<file path="src/rtl/ones_frame_accumulator.sv">
// Frame accumulator behind the 4-bit ones counter: sums per-word popcounts over
// FRAME_LEN accepted words and hands the total plus a threshold flag downstream.
module ones_frame_accumulator #(
  parameter int unsigned FRAME_LEN = 8,
  parameter int unsigned SUM_W     = 6,
  parameter int unsigned THRESH    = 16
) (
  input  logic             clk,
  input  logic             rst_n,
  input  logic             start,
  input  logic             in_valid,
  input  logic [2:0]       in_count,
  output logic             in_ready,
  output logic             out_valid,
  input  logic             out_ready,
  output logic [SUM_W-1:0] sum,
  output logic             above_thresh,
  output logic             busy,
  output logic             err
);

  // state | meaning
  // IDLE  | waiting for start; last frame's sum still visible
  // ACCUM | accepting words, summing clamped popcounts
  // DONE  | result presented until out_ready
  typedef enum logic [1:0] {
    IDLE  = 2'd0,
    ACCUM = 2'd1,
    DONE  = 2'd2
  } state_t;

  localparam int unsigned CNT_W = $clog2(FRAME_LEN + 1);
  localparam logic [CNT_W-1:0] LAST_IDX = CNT_W'(FRAME_LEN - 1);
  localparam logic [SUM_W-1:0] THRESH_V = SUM_W'(THRESH);

  state_t           state, state_nxt;
  logic [CNT_W-1:0] word_cnt;
  logic             accept;
  logic             last_word;
  logic             bad_count;
  logic [2:0]       count_clamped;
  logic [SUM_W-1:0] sum_nxt;

  assign in_ready  = (state == ACCUM);
  assign out_valid = (state == DONE);

  assign accept        = in_ready & in_valid;
  assign last_word     = (word_cnt == LAST_IDX);
  assign bad_count     = (in_count > 3'd4);
  assign count_clamped = bad_count ? 3'd4 : in_count;
  assign sum_nxt       = sum + SUM_W'(count_clamped);

  always_comb begin
    state_nxt = state;
    case (state)
      IDLE:    if (start) state_nxt = ACCUM;
      ACCUM:   if (accept && last_word) state_nxt = DONE;
      DONE:    if (out_ready) state_nxt = IDLE;
      default: state_nxt = IDLE;
    endcase
  end

  always_ff @(posedge clk or negedge rst_n) begin
    if (!rst_n) begin
      state <= IDLE;
      busy  <= 1'b0;
    end else begin
      state <= state_nxt;
      busy  <= (state_nxt != IDLE);
    end
  end

  // Result registers only move on start or on an accept, so DONE holds them stable.
  always_ff @(posedge clk or negedge rst_n) begin
    if (!rst_n) begin
      sum          <= '0;
      word_cnt     <= '0;
      err          <= 1'b0;
      above_thresh <= 1'b0;
    end else if (state == IDLE && start) begin
      sum          <= '0;
      word_cnt     <= '0;
      err          <= 1'b0;
      above_thresh <= 1'b0;
    end else if (accept) begin
      sum      <= sum_nxt;
      word_cnt <= word_cnt + CNT_W'(1);
      if (bad_count) err <= 1'b1;
      if (last_word) above_thresh <= (sum_nxt >= THRESH_V);
    end
  end

endmodule

</file>
<file path="config.mk">
export PLATFORM = sky130hd
export DESIGN_NAME = ones_frame_accumulator
export DESIGN_NICKNAME = d
export VERILOG_FILES = /design/src/rtl/ones_frame_accumulator.sv
export SDC_FILE = /design/constraint.sdc
export NUM_CORES = 1
export LEC_CHECK = 0
export ABC_AREA = 1
export CAP_MARGIN = 40
export CORE_MARGIN = 2
export CORE_UTILIZATION = 52
export CTS_CLUSTER_SIZE = 20
export DETAILED_ROUTE_END_ITERATION = 7
export PLACE_DENSITY = 0.88
export SLEW_MARGIN = 10
export SYNTH_ARGS = -nofsm -noshare
export SYNTH_HDL_FRONTEND = slang
export SYNTH_SLANG_ARGS = --single-unit
</file>
<file path="constraint.sdc">
create_clock -name clk -period 4.3 [get_ports clk]
set_input_delay 1.075 -clock clk [delete_from_list [all_inputs] [get_ports clk]]
set_output_delay 1.075 -clock clk [all_outputs]
set_load 0.05 [all_outputs]
</file>
==> results of run 1 <==
-- report_power, final --
group          switching, mW  total [mW]  internal [mW]  leakage (nW)
clock                 0.0520      0.0873         0.0353        0.0139
combinational          0.296       0.457          0.161         0.336
sequential            0.0510       0.250          0.199         0.184
-- flip-flops by register name, summed over array words and instances (netlist names) --
name / flops
word_cnt: 4
err: 1
busy: 1
above_thresh: 1
sum: 6
state: 2
-- logic make-up after synthesis --
family                     synth area share
and+or+nand+nor                       0.288
AOI/OAI and AO/OA                     0.107
buffers and inverters                0.0719
DFF                                   0.441
adders and majority gates            0.0822
xor gates and xnor gates             0.0103
-- layer usage --
| layer | vias to the layer above | GRT usage | share of wire |
|---|---|---|---|
| met2 | 18 | 0.342 | 0.50 |
| met1 | 341 | 0.314 | 0.45 |
| met5 | - | 0 | 0 |
| met4 | 0 | 0.0909 | 0.011 |
| met3 | 4 | 0.0245 | 0.039 |
| li1 | 367 | - | - |
-- Yosys cell counts (all sizes together) --
cell type | count | area share
dfrtp | 15 | 0.44
fa | 1 | 0.023
ha | 4 | 0.059
and3 | 1 | 0.0073
a22o | 3 | 0.031
inv | 15 | 0.072
nand4 | 1 | 0.0073
nand2 | 22 | 0.11
nor3 | 1 | 0.0059
xnor2 | 1 | 0.010
o21a | 2 | 0.018
nand3 | 11 | 0.079
nor2 | 11 | 0.076
o21ai | 5 | 0.029
a21oi | 5 | 0.029
-- metrics by stage --
stage | hold slack, ns | setup slack [ns]
after floorplan | 0.440 | 1.93
after global placement | 0.458 | 1.36
after detailed placement | 0.467 | 1.31
after CTS | 0.482 | 1.47
after global routing | 0.540 | 1.39
final | 0.483 | 1.48
-- critical path, cell delays in order, from the launching register on --
cell	delay, ns
dfrtp_1	0.40
inv_2	0.08
nand2_2	0.09
inv_1	0.09
clkdlybuf4s50_1	0.80
-- worst paths after layout --
kind                        startpoint            to  slack, ns  depth (start not counted)
max                           state[1]      in_ready       1.48                          4
min                        word_cnt[3]   word_cnt[3]       0.48                          1
max reg2reg                     sum[0]  above_thresh       2.57                          9
min reg2reg                word_cnt[3]   word_cnt[3]       0.48                          1
max in group asynchronous        rst_n   word_cnt[1]       2.69                          1
min in group asynchronous        rst_n          busy       1.19                          1
-- layout make-up --
| class | count | area share |
|---|---|---|
| tap | 16 | 0.0185 |
| inverter | 15 | 0.0566 |
| clock buffer | 3 | 0.0208 |
| clock inverter | 1 | 0.00694 |
| multi-input combinational | 68 | 0.384 |
| timing repair buffer | 18 | 0.166 |
| sequential | 15 | 0.347 |
==> run summary, run 1 <==
outcome = complete, no violations
fin crit share = 0.656
Worst-path clk slew = 0.10 ns
Remaining DRCs = 0
Pwr Total = 794 uW
CTS Buf Count = 3
dpl hpwl = 1.31 mm
row cnt = 14
Final Hold Vio Count = 0
crit start category = flip-flop
Overall Global Routing Usage = 0.221
Top-Level Pins = 19
flip-flop and latch count after synthesis = 15
Worst VDD drop = 0.411 mV
RSZ-0062 raised after global routing = no
Hold Crit Class = flip-flop to flip-flop
Hold Buf Count CTS = 0
initial antenna violation count = 0
Starting DRT DRC Count = 20
width of the die = 44.5 um
mean post-synth cell area = 8.69 um2
GP Congestion = 0.769
CTS sink count = 15
Slew Viols, Final = 0
Cell Area, Placed = 0.00105 mm2
global-route wire length before repair = 3.11 mm
drt wl/cell = 13.1 um
Max-Cap Viols = 0
core area = 0.00152 mm2
Leakage = 0.534 nW
Critical Path Fanout Max = 3
Synth Cell Area = 852 um2
final setup TNS = 0 ns
total gr overflow = 0
diode count = 0
DIE AREA = 0.00198 mm2
fin crit period = 2.82 ns
commonest non-fill, non-tap cell in the layout = nand2_1
CTS tree = done
I/O Buffers = 18
Nets = 134
layout cells sized above 1 = 0.108
Via Count = 730
Die Span Y = 44.5 um
Area Overhead vs Synth = 27.0%
Non-Filler Instances = 136
critical path capture point type = primary output
CP Class = flip-flop to primary output
Clk Latency, worst-skew pair = 0.29 ns
cell area after layout = 0.00108 mm2
# fillers = 120
Tightest Pin Transition = 0.679 ns
sequential cell area = 375 um2
Worst EP required = 3.22 ns
PostCTS Resize Cnt = 0
net count after synthesis = 111
1st-pass router iterations = 4
Max clock buf depth = 2
DRT antenna net count = 0
Ys Warns = 0
Root Driver = clkbuf_4
pin count of the biggest net entering global routing = 16
initial core utilization = 0.559
number of global-route vias before repair = 682
post-synthesis sequential area ratio = 0.441
Max Clock Freq = 0.355 GHz
Mapped Cells = 98
Clock Skew = 0.00220 ns
WL final = 1.78 mm
Rel. slew slack = 0.546
Worst Path Arrival = 1.75 ns
Inst Count DP = 132
power per standard cell area = 734 mW/mm2
Final Setup Violations = 0
vias per inst = 5.37
setup bufs post-CTS = 0
H-tree levels = 1
area of the multi-input gates = 415 um2
synth unique cells = 23
commonest cells after routing, fill and taps aside = nand2_1 (19), clkdlybuf4s50_1 (18), dfrtp_1 (15), inv_1 (12), nand3_1 (10)
final core area utilization = 0.710
Power figures use the tool's default switching activity.
==> inputs of run 2 (changes only) <==
- CORE_UTILIZATION: 52 -> 43
- PLACE_DENSITY: 0.88 -> 0.79
- clock period: 4.3 -> 2.38 ns (I/O delays scaled with it)
==> run summary, run 2 (synthesized netlist as in run 1, its figures left out) <==
outcome = complete, no violations
diode count = 0 (unchanged)
PostCTS Resize Cnt = 0 (unchanged)
fin crit period = 2.25 ns
total gr overflow = 0 (unchanged)
DIE AREA = 0.00235 mm2 (+19%)
Clk Latency, worst-skew pair = 0.28 ns (about the same)
Leakage = 0.550 nW (+3.1%)
biggest regs = sum: 6 flops, word_cnt: 4 flops, state: 2 flops
commonest non-fill, non-tap cell in the layout = nand2_1
H-tree levels = 1 (unchanged)
R2R Path Start = sum[0]
slowest stage cell, crit path = clkdlybuf4s50_1
number of global-route vias before repair = 752 (+10%)
RSZ-0062 raised after global routing = no
Final Hold Vio Count = 0 (unchanged)
max reg flops = 6 (unchanged)
initial core utilization = 0.443 (-0.116)
Max-Cap Viols = 0 (unchanged)
GP Congestion = 0.817 (+6.2%)
Critical Path Fanout Max = 3 (unchanged)
Tightest Pin Transition = 0.670 ns (-0.00831 ns)
Remaining DRCs = 0 (unchanged)
critical path capture point type = primary output
Worst Path Arrival = 1.66 ns (-0.09 ns)
hold slack = 0.494 ns (+0.0110 ns)
I/O Buffers = 18 (unchanged)
fin crit share = 0.947
Worst VDD drop = 0.609 mV (+48%)
CTS Buf Count = 3 (unchanged)
layout cells sized above 1 = 0.130 (+0.0217)
CP Capture Point = out_valid
CTS tree = done
dpl ws = -0.0572 ns (-1.36 ns)
global-route wire length before repair = 3.08 mm (-0.87%)
Worst EP required = 1.78 ns (-1.44 ns)
initial antenna violation count = 0 (unchanged)
worst reg2reg endpoint = above_thresh
Overall Global Routing Usage = 0.169 (-0.0524)
pin count of the biggest net entering global routing = 16 (unchanged)
DRT antenna net count = 0 (unchanged)
Area Overhead vs Synth = 30.5%
Worst-path clk slew = 0.09 ns (about the same)
Worst R2R Path Depth = 9 (unchanged)
Nets = 137 (+2.2%)
Reg with most FFs = sum
drt wl/cell = 11.9 um (-9.4%)
Slew Viols, Final = 0 (unchanged)
power per standard cell area = 1280 mW/mm2 (+75%)
Pwr Total = 1.43 mW (+80%)
CP Cell Sequence = nor2_1 > clkdlybuf4s50_1
crit start category = flip-flop
dpl hpwl = 1.40 mm (+6.7%)
Via Count = 757 (+3.7%)
Max stage delay on crit path = 0.82 ns (+0.02 ns)
setup bufs post-CTS = 0 (unchanged)
Starting DRT DRC Count = 17 (-15%)
Hold Buf Count CTS = 0 (unchanged)
FF-to-FF setup slack = 0.78 ns (-1.79 ns)
Final WS setup = 0.126 ns (-1.35 ns)
Max Clock Freq = 0.444 GHz
Rel. slew slack = 0.552 (+0.00556)
CP Class = flip-flop to primary output
Root Driver = clkbuf_4
CTS sink count = 15 (unchanged)
vias per inst = 5.05 (-6.0%)
Hold Crit Class = flip-flop to flip-flop
1st-pass router iterations = 4 (unchanged)
Setup crit start = state[0]
Die Span Y = 48.5 um (+9.1%)
WL final = 1.78 mm (about the same)
width of the die = 48.5 um (+9.1%)
commonest cells after routing, fill and taps aside = nand2_1 (19), clkdlybuf4s50_1 (17), dfrtp_1 (15), inv_1 (12), nand3_1 (10)
Clock Skew = 0.000914 ns (-0.00129 ns)
Max clock buf depth = 2 (unchanged)
Top-Level Pins = 19 (unchanged)
row cnt = 16 (+2)
core area = 0.00192 mm2 (+26%)
Final Setup Violations = 0 (unchanged)
==> run 2: cell type report <==
| cell class | instances | area [um2] |
|---|---|---|
| multi-input combinational | 68 | 415 |
| clock buffer | 4 | 26.3 |
| timing repair buffer | 21 | 200 |
| fill | 187 | 810 |
| inverter | 15 | 61.3 |
| sequential | 15 | 375 |
| tap | 27 | 33.8 |
==> run 2: metal layers <==
layer / global-route usage / vias to the layer above / routed length, um / share of wire
met5: 0 / - / 0 / 0
met4: 0.119 / 0 / 39 / 0.022
met3: 0.0247 / 5 / 86 / 0.048
met2: 0.275 / 27 / 896 / 0.50
met1: 0.205 / 355 / 757 / 0.43
li1: - / 370 / - / -
==> run 2: worst min path at each step <==
stage | start | endpoint | slack (ns) | depth (start not counted)
5_1_grt | word_cnt[3] | word_cnt[3] | 0.50 | 1
3_5_place_dp | word_cnt[3] | word_cnt[3] | 0.47 | 1
3_3_place_gp | word_cnt[3] | word_cnt[3] | 0.46 | 1
2_1_floorplan | rst_n | above_thresh | 0.30 | 0
4_1_cts | word_cnt[3] | word_cnt[3] | 0.48 | 1
6_report | word_cnt[3] | word_cnt[3] | 0.49 | 1
==> run 2: metrics by stage <==
| step | cell area (um2) | cells | setup TNS [ns] | util |
|---|---|---|---|---|
| 2_1_floorplan | 852 | 98 | 0 | - |
| 3_3_place_gp | 1090 | 146 | -0.0152 | 0.565 |
| 3_5_place_dp | 1090 | 146 | -0.0572 | 0.565 |
| 4_1_cts | 1110 | 150 | 0 | 0.579 |
| 5_1_grt | 1110 | 150 | 0 | 0.579 |
| 6_report | 1110 | 150 | 0 | 0.579 |
==> run 2: where the power goes <==
group / switching, mW / total [mW] / internal (mW)
logic: 0.533 / 0.828 / 0.295
clock network: 0.0812 / 0.146 / 0.0651
registers: 0.0938 / 0.454 / 0.360
total: 0.708 / 1.43 / 0.720
==> run 2: worst max-delay path: cells and delay by family, from the launching register on <==
family | cells | cell delay [ns]
buf+inv | 1 | 0.82
flops | 1 | 0.41
simple gates | 1 | 0.15
==> inputs of run 3 (changes only) <==
- PLACE_DENSITY: 0.79 -> 0.73
==> run summary, run 3 (synthesized netlist as in run 1, its figures left out) <==
fin crit period = 2.25 ns (-0.000977 ns)
Worst EP required = 1.78 ns (about the same)
Die Span Y = 48.5 um (unchanged)
Inst Count DP = 147 (+0.68%)
combinational power share = 0.577 (-0.003)
GP Congestion = 0.770 (-5.8%)
Final Hold Vio Count = 0 (unchanged)
CTS Buf Count = 3 (unchanged)
final core area utilization = 0.585 (+0.00651)
Hold Crit Class = flip-flop to flip-flop
biggest regs = sum: 6 flops, word_cnt: 4 flops, state: 2 flops
drt wl/cell = 11.3 um (-4.8%)
Tightest Pin Transition = 0.695 ns (+0.0249 ns)
Leakage = 0.558 nW (+1.5%)
Via Count = 724 (-4.4%)
Starting DRT DRC Count = 24 (+7)
RSZ-0062 raised after global routing = no
slowest stage cell, crit path = clkdlybuf4s50_1
Critical Path Fanout Max = 3 (unchanged)
Nets = 138 (+0.73%)
power per standard cell area = 1260 mW/mm2 (-1.8%)
Rel. slew slack = 0.535 (-0.0167)
CTS sink count = 15 (unchanged)
Slew Viols, Final = 0 (unchanged)
total gr overflow = 0 (unchanged)
initial antenna violation count = 0 (unchanged)
Pwr Total = 1.42 mW (-0.69%)
Worst-path clk slew = 0.09 ns (about the same)
initial core utilization = 0.443 (unchanged)
1st-pass router iterations = 4 (unchanged)
CP Class = flip-flop to primary output
commonest non-fill, non-tap cell in the layout = nand2_1
WL final = 1.71 mm (-4.2%)
Internal Power = 721 uW (about the same)
switching fraction of total power = 0.492 (-0.00389)
H-tree levels = 1 (unchanged)
Root Driver = clkbuf_4
Top-Level Pins = 19 (unchanged)
dpl ws = -0.0610 ns (-0.00381 ns)
width of the die = 48.5 um (unchanged)
# fillers = 180 (-3.7%)
Remaining DRCs = 0 (unchanged)
diode count = 0 (unchanged)
global-route wire length before repair = 3.16 mm (+2.5%)
FF-to-FF setup slack = 0.79 ns (about the same)
number of global-route vias before repair = 702 (-6.6%)
Non-Filler Instances = 151 (+0.67%)
Final Setup Violations = 0 (unchanged)
dpl hpwl = 1.28 mm (-8.0%)
Max clock buf depth = 2 (unchanged)
Clk Latency, worst-skew pair = 0.28 ns (about the same)
Max Clock Freq = 0.444 GHz (about the same)
Area Overhead vs Synth = 32.0%
row cnt = 16 (unchanged)
vias per inst = 4.79 (-5.0%)
Reg power frac = 0.319 (about the same)
commonest cells after routing, fill and taps aside = nand2_1 (19), clkdlybuf4s50_1 (17), dfrtp_1 (15), inv_1 (12), nand3_1 (10)
I/O Buffers = 18 (unchanged)
R2R Path Start = sum[0]
CP Cell Sequence = nor2_1 > clkdlybuf4s50_1
critical path capture point type = primary output
Worst VDD drop = 0.610 mV (+0.26%)
Setup crit start = state[0]
Final WS setup = 0.127 ns (+0.000977 ns)
DIE AREA = 0.00235 mm2 (unchanged)
max reg flops = 6 (unchanged)
Clock power frac = 0.104 (+0.002)
switching pwr = 697 uW (-1.5%)
Overall Global Routing Usage = 0.171 (+0.00266)
CTS tree = done
Worst Path Arrival = 1.66 ns (about the same)
core area = 0.00192 mm2 (unchanged)
hold path startpoint = word_cnt[3]
pin count of the biggest net entering global routing = 16 (unchanged)
Clock Skew = 0.00354 ns (+0.00263 ns)
DRT antenna net count = 0 (unchanged)
Reg with most FFs = sum
Max-Cap Viols = 0 (unchanged)
layout cells sized above 1 = 0.129 (-0.00105)
Max stage delay on crit path = 0.82 ns (about the same)
crit start category = flip-flop
outcome = complete, no violations
fin crit share = 0.947 (about the same)
[run 3: cell types whose count changed in the layout (fill, tap and decap cells not counted)]
cell / delta
dlymetal6s2s_1: +1
[run 3: power by group through the flow]
stage	clock network, mW	logic, mW	registers (mW)
global placement	0	0.811	0.451
global route	0.167	0.888	0.470
finish	0.148	0.818	0.452
CTS	0.152	0.826	0.452
detailed placement	0	0.826	0.455
floorplan	0	0.347	0.678
[run 3: per-stage QoR]
step | setup TNS [ns] | hold slack [ns] | cell area, um2
2_1_floorplan | 0 | 0.299 | 852
3_3_place_gp | -0.0130 | 0.456 | 1100
3_5_place_dp | -0.0610 | 0.473 | 1100
4_1_cts | 0 | 0.487 | 1120
5_1_grt | 0 | 0.530 | 1120
6_report | 0 | 0.488 | 1120
[run 3: final cells by class]
cell class / count / area [um2] / share of cell area
Multi-Input combinational cell: 68 / 415 / 0.369
Tap cell: 27 / 33.8 / 0.0300
Clock buffer: 4 / 26.3 / 0.0234
Timing Repair Buffer: 22 / 213 / 0.189
Inverter: 15 / 61.3 / 0.0545
Sequential cell: 15 / 375 / 0.334
[run 3: metal layers]
layer | global-route usage | wire length [um] | vias up
li1 | - | - | 375
met1 | 0.229 | 829 | 330
met2 | 0.280 | 805 | 19
met3 | 0.0340 | 71 | 0
met4 | 0.0571 | 0 | 0
met5 | 0 | 0 | -
[run 3: timing repair]
item / CTS / global route
setup endpoints to repair: 0 / 1
hold buffers: 0 / 0
resized for setup: 0 / 1
buffers inserted: 0 / 0
endpoints found under the hold margin: 0 / 0
[run 3: worst max-delay path: cells and delay by family (launching register included)]
kind                   cells  cell delay (ns)
buffers and inverters      1             0.82
and+or+nand+nor            1             0.14
DFF                        1             0.41
[run 3: worst paths after layout]
check,to,cells past startpoint
min reg2reg,word_cnt[3],1
min,word_cnt[3],1
max reg2reg,above_thresh,9
max in group asynchronous,word_cnt[0],1
min in group asynchronous,err,1
max,out_valid,2
